File: src/rtl/key_debounce.sv
// key_debounce: two-flop synchroniser plus per-key stability counter for
// active-low push-buttons. Produces a registered active-high level, one-cycle
// press/release pulses and a per-key toggle that flips on every accepted press.
module key_debounce #(
    parameter int KEY_W        = 4,
    parameter int DEBOUNCE_CYC = 1000000
) (
    input  logic             sys_clk,
    input  logic             sys_rst,
    input  logic [KEY_W-1:0] key,
    output logic [KEY_W-1:0] key_level,
    output logic [KEY_W-1:0] key_press,
    output logic [KEY_W-1:0] key_release,
    output logic [KEY_W-1:0] key_toggle
);

    // Counter is wide enough to hold DEBOUNCE_CYC, so it can never wrap.
    localparam int             CW       = $clog2(DEBOUNCE_CYC + 1);
    localparam logic [CW-1:0]  CNT_LAST = CW'(DEBOUNCE_CYC - 1);
    localparam logic [CW-1:0]  CNT_ONE  = CW'(1);
    localparam logic [CW-1:0]  CNT_ZERO = {CW{1'b0}};

    logic [KEY_W-1:0] sync1;
    logic [KEY_W-1:0] sync2;
    logic [KEY_W-1:0] key_db;
    logic [KEY_W-1:0] db_next;
    logic [KEY_W-1:0] accept;
    logic [CW-1:0]    cnt      [KEY_W];
    logic [CW-1:0]    cnt_next [KEY_W];

    // Two-stage synchroniser; released (all-ones) is the safe reset value.
    always_ff @(posedge sys_clk or posedge sys_rst) begin
        if (sys_rst) begin
            sync1 <= {KEY_W{1'b1}};
            sync2 <= {KEY_W{1'b1}};
        end else begin
            sync1 <= key;
            sync2 <= sync1;
        end
    end

    // Next debounced state: accept a new value on the DEBOUNCE_CYC-th
    // consecutive mismatching cycle; any matching cycle restarts the count.
    always_comb begin
        db_next = key_db;
        accept  = {KEY_W{1'b0}};
        for (int i = 0; i < KEY_W; i++) begin
            cnt_next[i] = CNT_ZERO;
            if (sync2[i] == key_db[i]) begin
                cnt_next[i] = CNT_ZERO;
            end else if (cnt[i] == CNT_LAST) begin
                db_next[i]  = sync2[i];
                accept[i]   = 1'b1;
                cnt_next[i] = CNT_ZERO;
            end else begin
                cnt_next[i] = cnt[i] + CNT_ONE;
            end
        end
    end

    // Debounced state and stability counters.
    always_ff @(posedge sys_clk or posedge sys_rst) begin
        if (sys_rst) begin
            key_db <= {KEY_W{1'b1}};
            for (int i = 0; i < KEY_W; i++) begin
                cnt[i] <= CNT_ZERO;
            end
        end else begin
            key_db <= db_next;
            for (int i = 0; i < KEY_W; i++) begin
                cnt[i] <= cnt_next[i];
            end
        end
    end

    // Registered outputs, updated on the same edge as key_db so level and
    // pulses line up; a press is an accepted 1->0, a release an accepted 0->1.
    always_ff @(posedge sys_clk or posedge sys_rst) begin
        if (sys_rst) begin
            key_level   <= {KEY_W{1'b0}};
            key_press   <= {KEY_W{1'b0}};
            key_release <= {KEY_W{1'b0}};
            key_toggle  <= {KEY_W{1'b0}};
        end else begin
            key_level   <= ~db_next;
            key_press   <= accept & ~db_next;
            key_release <= accept & db_next;
            key_toggle  <= key_toggle ^ (accept & ~db_next);
        end
    end

endmodule

File: config.mk
export PLATFORM = sky130hd
export DESIGN_NAME = key_debounce
export DESIGN_NICKNAME = d
export VERILOG_FILES = /design/src/rtl/key_debounce.sv
export SDC_FILE = /design/constraint.sdc
export NUM_CORES = 1
export LEC_CHECK = 0
export BUFFER_PORTS_ARGS = -buffer_cell sky130_fd_sc_hd__buf_2
export CAP_MARGIN = 25
export CORE_MARGIN = 1
export CORE_UTILIZATION = 55
export DETAILED_ROUTE_END_ITERATION = 10
export GPL_ROUTABILITY_DRIVEN = 0
export GPL_TIMING_DRIVEN = 1
export PLACE_DENSITY = 0.72
export SLEW_MARGIN = 20
export SYNTH_ARGS = -nofsm -noshare
export SYNTH_HDL_FRONTEND = slang
export SYNTH_SLANG_ARGS = --single-unit
File: constraint.sdc
create_clock -name sys_clk -period 3.6 [get_ports sys_clk]
set_input_delay 0.18 -clock sys_clk [delete_from_list [all_inputs] [get_ports sys_clk]]
set_output_delay 0.18 -clock sys_clk [all_outputs]
set_load 0.01 [all_outputs]
== Word-level counts from Yosys, hierarchy flattened ==
Index checks and enable logic that the tools add are counted.
Cells by class
  equality and inequality tests: 8
  bitwise operators: 4
  multiplexer cells: 24
  add/subtract/negate cells: 4
Operators with widths (number)
  $mux W20: 8
  $add A20 B1 Y20 const B: 4
  $eq A20 B20 Y1 const B: 4
  $mux W1: 16
  $and A4 B4 Y4: 2
  $eq A1 B1 Y1: 4
  $not A4 Y4: 1
  $xor A4 B4 Y4: 1
Storage, ports and cells
  output and inout port bits: 16
  word-level logic and storage cells: 51
  register bits after elaboration: 108

== Longest topological paths before layout ==
  depth after elaboration: 6
  mapped depth: 7
  mapped depth without buffers: 5

== Least setup slack after synthesis ==
Ideal clock, no wire load.
  path type: register to register
  start: reg cnt[0] in the netlist's numbering
  end: reg cnt[18] in the netlist's numbering
  slack: 1629 ps
  buffers on the path: 1
  data required time: 3520 ps
  cell stages (with the launch flop): 7
  data arrival time: 1891 ps
  cell sequence: dfrtp_1 -> ha_1 -> nand3_2 -> or4_1 -> buf_2 -> or4_1 -> a21oi_1
RTL lines
  start: declaration: line 28  | logic [CW-1:0] cnt [KEY_W];
  start signal: indexed assignment: line 71  | cnt[i] <= cnt_next[i];

==> results.tsv <==
stage	metric	value	unit
die	DIE AREA	9480	sq um
logic_synthesis	Synth top area share	48.0	%
power_and_ir_drop	maximum VDD drop	0.000246	V
grt	met3 Usage GRT	5.04	%
setup_path	WP data required	3840	ps
logic_synthesis	Area contributors post-synth	dfrtp_1 48%, dfstp_2 6.3%, xnor2_1 5.3%	
detailed_routing	First DRT Iteration DRCs	171	
layout	Finished Core Util	63.0	%
detailed_routing	Final ANT Viol Nets	0	
detailed_routing	DR vias	3624	
logic_synthesis	Synth Instances	482	
timing	RSZ-0062 raised after global routing	false	
power_and_ir_drop	pwr/cell area	396	nW/um^2
cts	clock buffer depth	2	
cts	post-cts resize count	0	
detailed_routing	first-pass iteration count of the detailed router	5	
placed_design	PortBufs	21	
setup_path	CP Max Fanout	11	
grt	global route overflow	0	
cts	TritonCTS clock tree	built	
die	chip height	97.4	microns
detailed_routing	drt wl/cell	14.5	microns
layout	n_diodes	0	
timing	Tmin final	2160	ps
logic_synthesis	leading area contributor after synthesis	dfrtp_1	
die	core area	8760	sq um
layout	nets@finish	521	
layout	layout cells sized above 1	13.4	%
placed_design	Final HPWL DP	6.11	mm
status	status	finished clean	
die	Chip Width	97.4	microns
timing	Final Hold Viols	0	
logic_synthesis	Async SR Flop Fraction	100	%
logic_synthesis	Avg Cell Area, Syn	10.4	sq um
grt	Global Route met1 Usage	27.0	%
logic_synthesis	synthesized area	5000	sq um
grt	vias in the first global route	3531	
setup_path	crit start category	flop	
setup_path	critical path type	reg2reg	
timing	# setup viols final	0	
grt	largest net degree at the start of global routing	41	
detailed_routing	Post-Route WL	9.03	mm
cts	Reg clk slew, reported paths	90	ps
detailed_routing	Residual DRC	0	
setup_path	Crit. End Element	flop	
logic_synthesis	post-synthesis sequential area ratio	54.3	%
cts	clock sink count	108	
logic_synthesis	prevailing post-synth register cell	dfrtp_1	
setup_path	CP Data Arrival Time	2400	ps
timing	Max Transition Viols Final	0	
grt	GR peak layer	met2	
die	Site Rows	34	
timing	skew final	12.8	ps
logic_synthesis	yosys warns	0	
power_and_ir_drop	P_leak	2.22	nW
detailed_routing	post-DR vias/cell	5.81	
logic_synthesis	Post-synth EDFFs	0	
timing	Worst slew margin	46.6	%
cts	htree depth	3	
grt	global-route met2 utilization	34.3	%
timing	final worst-path cycle share	60.0	%
logic_synthesis	post-synth cell types	40	
grt	initial antenna violation count	0	
cts	Num CTS Buffers	9	
layout	Fillers	713	
cts	clock latency on the worst-skew pair	370	ps
grt	first-pass GRT wire length	16.0	mm
timing	Final TNS setup	0	ps
die	starting density of the core	57.1	%
grt	GRT Util Overall	20.7	%
layout	synthesis-to-finish area growth	10.4	%
cts	CTS root buf	clkbuf_8	
hold_path	HP Class	reg2reg	
timing	Slew @ Worst Pin	797	ps
flow_run	Max-Cap Viols	0	
logic_synthesis	Synth Register Bits	108	
die	IO Pins	22	
logic_synthesis	syn_nets	492	
timing	fmax	0.463	GHz
==> per-stage QoR <==
step | total power, mW | hold slack [ps] | setup WS [ps] | instances | instance area (sq um)
6_report | 2.18 | 359 | 1440 | 624 | 5520
5_1_grt | 2.28 | 367 | 1230 | 624 | 5520
4_1_cts | 2.22 | 360 | 1430 | 624 | 5520
3_5_place_dp | 1.34 | 245 | 1440 | 603 | 5230
3_3_place_gp | 1.34 | 240 | 1440 | 603 | 5230
2_1_floorplan | 1.32 | 184 | 594 | 482 | 5000
==> area by class of cell <==
| class | count | area [sq um] | area share, % |
|---|---|---|---|
| Multi-Input combinational cell | 348 | 2190 | 39.6 |
| Inverter | 14 | 55.1 | 0.997 |
| Sequential cell | 108 | 2720 | 49.2 |
| Clock buffer | 11 | 131 | 2.38 |
| Clock inverter | 5 | 108 | 1.95 |
| Timing Repair Buffer | 30 | 185 | 3.35 |
| Tap cell | 108 | 135 | 2.45 |
==> logic make-up (layout without fill, tap and decap cells) <==
family                     after synthesis  in the layout  synth area share [%]
adders and majority gates                4              4                  1.00
AOI/OAI and AO/OA                       54             54                  6.55
muxes                                    9              9                  1.90
DFF                                    108            108                  54.3
buffers and inverters                   26             60                  2.03
xor gates and xnor gates                54             54                  9.45
and+or+nand+nor                        227            227                  24.7
==> critical path, stage by stage (launching register included) <==
cell and delay [ps]:
dfrtp_1 440, ha_1 310, nand2_1 240, o31ai_2 680, buf_4 300, a21oi_1 60
==> worst paths after layout <==
path	from	endpoint	slack (ps)	depth (start not counted)
min	sync1[2]$_DFF_PP1_	sync2[2]$_DFF_PP1_	360	0
max in group asynchronous	sys_rst	key_db[1]$_DFF_PP1_	2330	4
min in group asynchronous	sys_rst	cnt[34]$_DFF_PP0_	390	3
min reg2reg	sync1[2]$_DFF_PP1_	sync2[2]$_DFF_PP1_	360	0
max	cnt[60]$_DFF_PP0_	cnt[77]$_DFF_PP0_	1440	5
max reg2reg	cnt[60]$_DFF_PP0_	cnt[77]$_DFF_PP0_	1440	5
==> synth_stat cells (2+ instances only) <==
master	n
or3_1	14
and2_1	2
nand4b_1	2
and4_1	4
nor4b_1	5
nand3_1	26
nor3b_1	2
or4_1	12
or3_2	2
nor4_1	11
clkbuf_1	9
buf_2	3
a21oi_1	26
inv_1	14
o31ai_1	11
or2_2	3
nor3_1	19
dfrtp_1	96
ha_1	4
nand2b_1	5
and3_1	9
dfstp_2	12
nand4_1	21
xor2_1	24
nor2_1	58
nand2_1	25
xnor2_1	30
mux2i_1	5
o21ai_0	13
mux2_2	4
and3b_1	2
==> layout by cell type (no fill, tap or decap), types with 3 or more instances in the layout <==
master / n
o31ai_1: 10
clkbuf_8: 9
mux2i_1: 5
bufinv_16: 3
dlygate4sd3_1: 5
buf_4: 4
a21oi_1: 26
o21ai_0: 13
nor2_1: 58
and3_1: 9
dfrtp_1: 96
or2_2: 3
nor4_1: 11
and4_1: 4
or3_1: 14
xnor2_1: 30
nand2_1: 25
xor2_1: 24
ha_1: 4
inv_1: 13
nor4b_1: 5
nand4_1: 21
nand3_1: 26
or4_1: 12
buf_2: 21
nand2b_1: 5
nor3_1: 19
dfstp_2: 12
mux2_2: 4
==> report_power, final <==
| part | internal (mW) | total [mW] | switching [mW] |
|---|---|---|---|
| Clock | 0.468 | 0.863 | 0.395 |
| Combinational | 0.0231 | 0.0730 | 0.0499 |
| Sequential | 1.23 | 1.25 | 0.0172 |
==> state kept, by name, indices dropped and copies added (netlist names) <==
register     cells
cnt             80
key_db           4
key_level        4
key_press        4
key_release      4
key_toggle       4
sync1            4
sync2            4
==> metal layers <==
metal / wire length, microns / share of wire [%] / vias up
li1: - / - / 1778
met1: 4310 / 48 / 1792
met2: 4390 / 49 / 50
met3: 269 / 3.0 / 4
met4: 62 / 0.69 / 0
met5: 0 / 0 / -
==> what timing repair did <==
item,in CTS,in global routing
endpoints found under the hold margin,37,0
setup buffers,0,0
hold buffers,5,0
Power figures use the tool's default switching activity.
